===== src/rtl/mips_run_ctrl.sv =====
// Run controller for the pipelined mips core: stretches reset, counts run cycles,
// and ends the run on a PC dead loop (halt) or an exhausted cycle budget (timeout).
module mips_run_ctrl #(
    parameter int unsigned PC_W        = 32,
    parameter int unsigned CNT_W       = 32,
    parameter int unsigned RST_CYCLES  = 2,
    parameter int unsigned MAX_CYCLES  = 100000,
    parameter int unsigned STALL_LIMIT = 16
) (
    input  logic             clk,
    input  logic             reset,
    input  logic             start,
    input  logic [PC_W-1:0]  pc_i,
    output logic             core_reset,
    output logic             running,
    output logic             done,
    output logic             halted,
    output logic             timed_out,
    output logic [CNT_W-1:0] cycle_cnt
);

    localparam int unsigned HOLD_W  = (RST_CYCLES > 1) ? $clog2(RST_CYCLES) : 1;
    localparam int unsigned STALL_W = $clog2(STALL_LIMIT + 1);

    localparam logic [HOLD_W-1:0]  HOLD_LAST  = HOLD_W'(RST_CYCLES - 1);
    localparam logic [CNT_W-1:0]   CYC_LAST   = CNT_W'(MAX_CYCLES);
    localparam logic [STALL_W-1:0] STALL_LAST = STALL_W'(STALL_LIMIT);

    typedef enum logic [1:0] {
        RST_HOLD = 2'd0,
        RUN      = 2'd1,
        DONE     = 2'd2
    } state_t;

    state_t             state, state_d;
    logic [HOLD_W-1:0]  hold_cnt, hold_cnt_d;
    logic [STALL_W-1:0] stall_cnt, stall_cnt_d;
    logic [PC_W-1:0]    pc_prev, pc_prev_d;
    logic               pc_valid, pc_valid_d;
    logic [CNT_W-1:0]   cycle_cnt_d;
    logic               core_reset_d, running_d, done_d, halted_d, timed_out_d;

    // State and registered outputs; reset returns to the start of the hold phase.
    always_ff @(posedge clk) begin
        if (!reset) begin
            state      <= RST_HOLD;
            hold_cnt   <= '0;
            stall_cnt  <= '0;
            pc_prev    <= '0;
            pc_valid   <= 1'b0;
            cycle_cnt  <= '0;
            core_reset <= 1'b1;
            running    <= 1'b0;
            done       <= 1'b0;
            halted     <= 1'b0;
            timed_out  <= 1'b0;
        end else begin
            state      <= state_d;
            hold_cnt   <= hold_cnt_d;
            stall_cnt  <= stall_cnt_d;
            pc_prev    <= pc_prev_d;
            pc_valid   <= pc_valid_d;
            cycle_cnt  <= cycle_cnt_d;
            core_reset <= core_reset_d;
            running    <= running_d;
            done       <= done_d;
            halted     <= halted_d;
            timed_out  <= timed_out_d;
        end
    end

    // Next-state and next-output logic.
    always_comb begin
        state_d      = state;
        hold_cnt_d   = hold_cnt;
        stall_cnt_d  = stall_cnt;
        pc_prev_d    = pc_prev;
        pc_valid_d   = pc_valid;
        cycle_cnt_d  = cycle_cnt;
        core_reset_d = core_reset;
        running_d    = running;
        done_d       = done;
        halted_d     = halted;
        timed_out_d  = timed_out;

        case (state)
            RST_HOLD: begin
                core_reset_d = 1'b1;
                if (hold_cnt == HOLD_LAST) begin
                    state_d      = RUN;
                    hold_cnt_d   = '0;
                    core_reset_d = 1'b0;
                    running_d    = 1'b1;
                end else begin
                    hold_cnt_d = hold_cnt + HOLD_W'(1);
                end
            end

            RUN: begin
                cycle_cnt_d = cycle_cnt + CNT_W'(1);
                if (pc_valid && (pc_i == pc_prev)) begin
                    stall_cnt_d = stall_cnt + STALL_W'(1);
                end else begin
                    stall_cnt_d = '0;
                end
                pc_prev_d  = pc_i;
                pc_valid_d = 1'b1;
                // Halt wins over timeout when both land on the same edge.
                if (stall_cnt_d == STALL_LAST) begin
                    state_d   = DONE;
                    running_d = 1'b0;
                    done_d    = 1'b1;
                    halted_d  = 1'b1;
                end else if (cycle_cnt_d == CYC_LAST) begin
                    state_d     = DONE;
                    running_d   = 1'b0;
                    done_d      = 1'b1;
                    timed_out_d = 1'b1;
                end
            end

            DONE: begin
                core_reset_d = 1'b0;
                running_d    = 1'b0;
                done_d       = 1'b1;
                if (start) begin
                    state_d      = RST_HOLD;
                    hold_cnt_d   = '0;
                    cycle_cnt_d  = '0;
                    stall_cnt_d  = '0;
                    pc_valid_d   = 1'b0;
                    core_reset_d = 1'b1;
                    done_d       = 1'b0;
                    halted_d     = 1'b0;
                    timed_out_d  = 1'b0;
                end
            end

            default: begin
                state_d      = RST_HOLD;
                hold_cnt_d   = '0;
                core_reset_d = 1'b1;
                running_d    = 1'b0;
                done_d       = 1'b0;
            end
        endcase
    end

endmodule


===== config.mk =====
export PLATFORM = sky130hd
export DESIGN_NAME = mips_run_ctrl
export DESIGN_NICKNAME = d
export VERILOG_FILES = /design/src/rtl/mips_run_ctrl.sv
export SDC_FILE = /design/constraint.sdc
export NUM_CORES = 1
export LEC_CHECK = 0
export BUFFER_PORTS_ARGS = -buffer_cell sky130_fd_sc_hd__buf_2
export CORE_AREA = 3 3 98 100
export CTS_BUF_LIST = sky130_fd_sc_hd__clkbuf_8
export DETAILED_ROUTE_END_ITERATION = 7
export DIE_AREA = 0 0 101 103
export PLACE_DENSITY = 0.76
export SLEW_MARGIN = 20
export SYNTH_ARGS = -nofsm -noshare
export SYNTH_HDL_FRONTEND = slang
export SYNTH_SLANG_ARGS = --single-unit

===== constraint.sdc =====
create_clock -name clk -period 2.85 [get_ports clk]
set_input_delay 0.285 -clock clk [delete_from_list [all_inputs] [get_ports clk]]
set_output_delay 0.285 -clock clk [all_outputs]
set_load 0.005 [all_outputs]

==> results_dict.tcl <==
set metrics [dict create \
    status "finished with violations" \
    violations "setup timing" \
    gp_congestion 0.978 \
    finalNonFillerCells 813 \
    postSynthNetCount 616 \
    clockRootBuffer "clkbuf_8" \
    cp.arrival_ps 3130 \
    multiInputGateArea_sq_um 2940 \
    layout_worst_path_cycle_share 1.01 \
    ant_nets 0 \
    synth_top_area_cell "dfxtp_1" \
    cts_made_buffers 9 \
    critical_path_peak_fanout 5 \
    grt_antenna_before_repair 0 \
    synthTopCellsByArea "dfxtp_1 34%, mux2i_1 7.8%, xnor2_1 7.6%" \
    fin_crit_ps 2880 \
    die_h_microns 103 \
    dp_cells 787 \
    rows 34 \
    diodes 0 \
    synthArstFlopShare 0 \
    fin_ws_ps -25.3 \
    ys_types 58 \
    nets 741 \
    peakVddDrop_mv 0.414 \
    worstMarginPinSlew_ps 894 \
    syn_area_sq_um 4590 \
    synth_top_cell_area_share 0.340 \
    gr-total-overflow 0 \
    slew_viol_final 0 \
    final_area_sq_um 5810 \
    synthFlopType "dfxtp_1" \
    clock_latency_ps 360 \
    final.setup_skew_ps 5.67 \
    first_global_vias 4649 \
    fin_tns_setup_ps -25.3 \
    drtIter0Drc 380 \
    max_freq_ghz 0.348 \
    hold_viol 0 \
    ios 72 \
    synth.most_common_cell "dfxtp_1" \
    dp_slack_ps -52.4 \
    drive_gt1_frac 0.281 \
    core_sq_um 8760 \
    p_leak_nw 2.21 \
    start_kind "flip-flop" \
    vias 4896 \
    cp.required_ps 3110 \
    grt_max_degree 53 \
    htreeDepth 3 \
    clkTransAtPathRegs_ps 80 \
    cts_hold_buf 0 \
    routed_via_density 6.02 \
    drv_cap 0 \
    seqCellArea_sq_um 1580 \
    grt_pass1_wl_microns 22200 \
    wire_per_inst_microns 17.1 \
    ys_warn_count 0 \
    end_kind "flip-flop" \
    ys_seq_area_frac 0.340 \
    fill_cells 724 \
    design.die.area_sq_um 10400 \
    grt_usage 0.268 \
    initial_core_util 0.524 \
    die_w_microns 101 \
    hp-class "in2reg" \
    ys_ff_latch 78 \
    hpwl_microns 10100 \
    ctsLongestPathBuffers 2 \
    setup_violations 1 \
    crit_type "reg2reg" \
    slew_headroom 0.404 \
    area_growth_pct 26.6 \
    syn_inst 575 \
    place_area_sq_um 5470 \
    rsz0062_at_grt "yes" \
    port_buffers 71 \
    p_per_area_nw_per_um2 554 \
    p_total_mw 3.22 \
    wl_microns 13900 \
    cts_tree "yes" \
    clock_sinks 78 \
    drc 0 \
    synth_common_cells "78 x dfxtp_1, 74 x nor2_1, 56 x a21oi_1" \
    synth_edf_count 0 \
    synth_area_per_cell_sq_um 7.99 \
    drt_first_pass_iters 5 \
]
[critical path, stage by stage (launching register included)]
cell	delay, ps
dfxtp_4	380
buf_4	130
nand4_1	130
or4_4	450
xnor2_1	130
or4_1	390
or4_4	460
buf_4	160
nor4_4	260
mux2i_1	110
a31o_1	180
[power by group]
part	internal (mW)	switching [mW]	leakage [nW]
logic	0.424	0.648	1.47
registers	1.21	0.0859	0.639
clock network	0.409	0.440	0.105
[repair_timing]
action,4_1_cts,5_1_grt
buffers inserted,9,1
pin swaps,1,3
resized for setup,8,14
setup endpoints to repair,4,6
[layout make-up]
type / instances / share of cell area
sequential: 78 / 0.273
timing repair buffer: 147 / 0.161
multi-input combinational: 457 / 0.505
clock buffer: 9 / 0.0213
inverter: 7 / 0.00452
clock inverter: 7 / 0.0127
tap: 108 / 0.0233
[flip-flops by register name, indices dropped and copies added (netlist names)]
name,count
timed_out,1
state,2
hold_cnt,1
core_reset,1
halted,1
pc_valid,1
pc_prev,32
running,1
done,1
stall_cnt,5
cycle_cnt,32
[worst paths after layout]
kind                                   from                       to  slack [ps]  cells after the start
setup / recovery  cycle_cnt[1]$_SDFFE_PN0P_   timed_out$_SDFFE_PN0P_         -30                     10
hold / removal                      pc_i[1]  pc_prev[1]$_SDFFE_PN0P_         190                      3
setup reg to reg  cycle_cnt[1]$_SDFFE_PN0P_   timed_out$_SDFFE_PN0P_         -30                     10
hold reg to reg     core_reset$_SDFFE_PN1N_  core_reset$_SDFFE_PN1N_         480                      2
[cells by family (layout without fill, tap and decap cells)]
group	Yosys count	in the layout	synth area share
AOI/OAI and AO/OA	128	128	0.159
DFF	78	78	0.340
xor gates and xnor gates	44	44	0.0839
buffers and inverters	40	170	0.0335
and+or+nand+nor	242	242	0.286
adders and majority gates	6	6	0.0163
muxes	37	37	0.0809
[placed cells by master (no fill, tap or decap), types with 5 or more instances in the layout]
cell      netlist  layout
nor4_1          8       8
a311oi_1        6       6
nor3_1         11      10
a31oi_1         7       7
dfxtp_1        78      66
or4_1          10       8
inv_1           6       6
xnor2_1        40      40
clkbuf_8        0       9
and2_1          5       5
and3_1          9       9
nor2_1         74      74
or3_1          10       9
dfxtp_2         0       9
buf_4           0      74
o21ai_0        40      40
mux2i_1        36      36
buf_2           2      71
nand3_1        19      18
a21oi_1        56      56
nor3b_1         5       5
nand2_1        38      37
nand4_1        24      24
[per-stage QoR]
step / util / hold WS (ps)
after floorplan: - / 401
after global placement: 0.624 / 455
after detailed placement: 0.624 / 461
after CTS: 0.657 / 180
after global routing: 0.663 / 190
final: 0.663 / 185
[layer usage]
metal / track usage / share of wire / vias up
li1: - / - / 2342
met1: 0.329 / 0.40 / 2288
met2: 0.461 / 0.50 / 234
met3: 0.0521 / 0.082 / 32
met4: 0.115 / 0.026 / 0
met5: 0 / 0 / -
No activity file was read; power rests on OpenSTA's default activity.
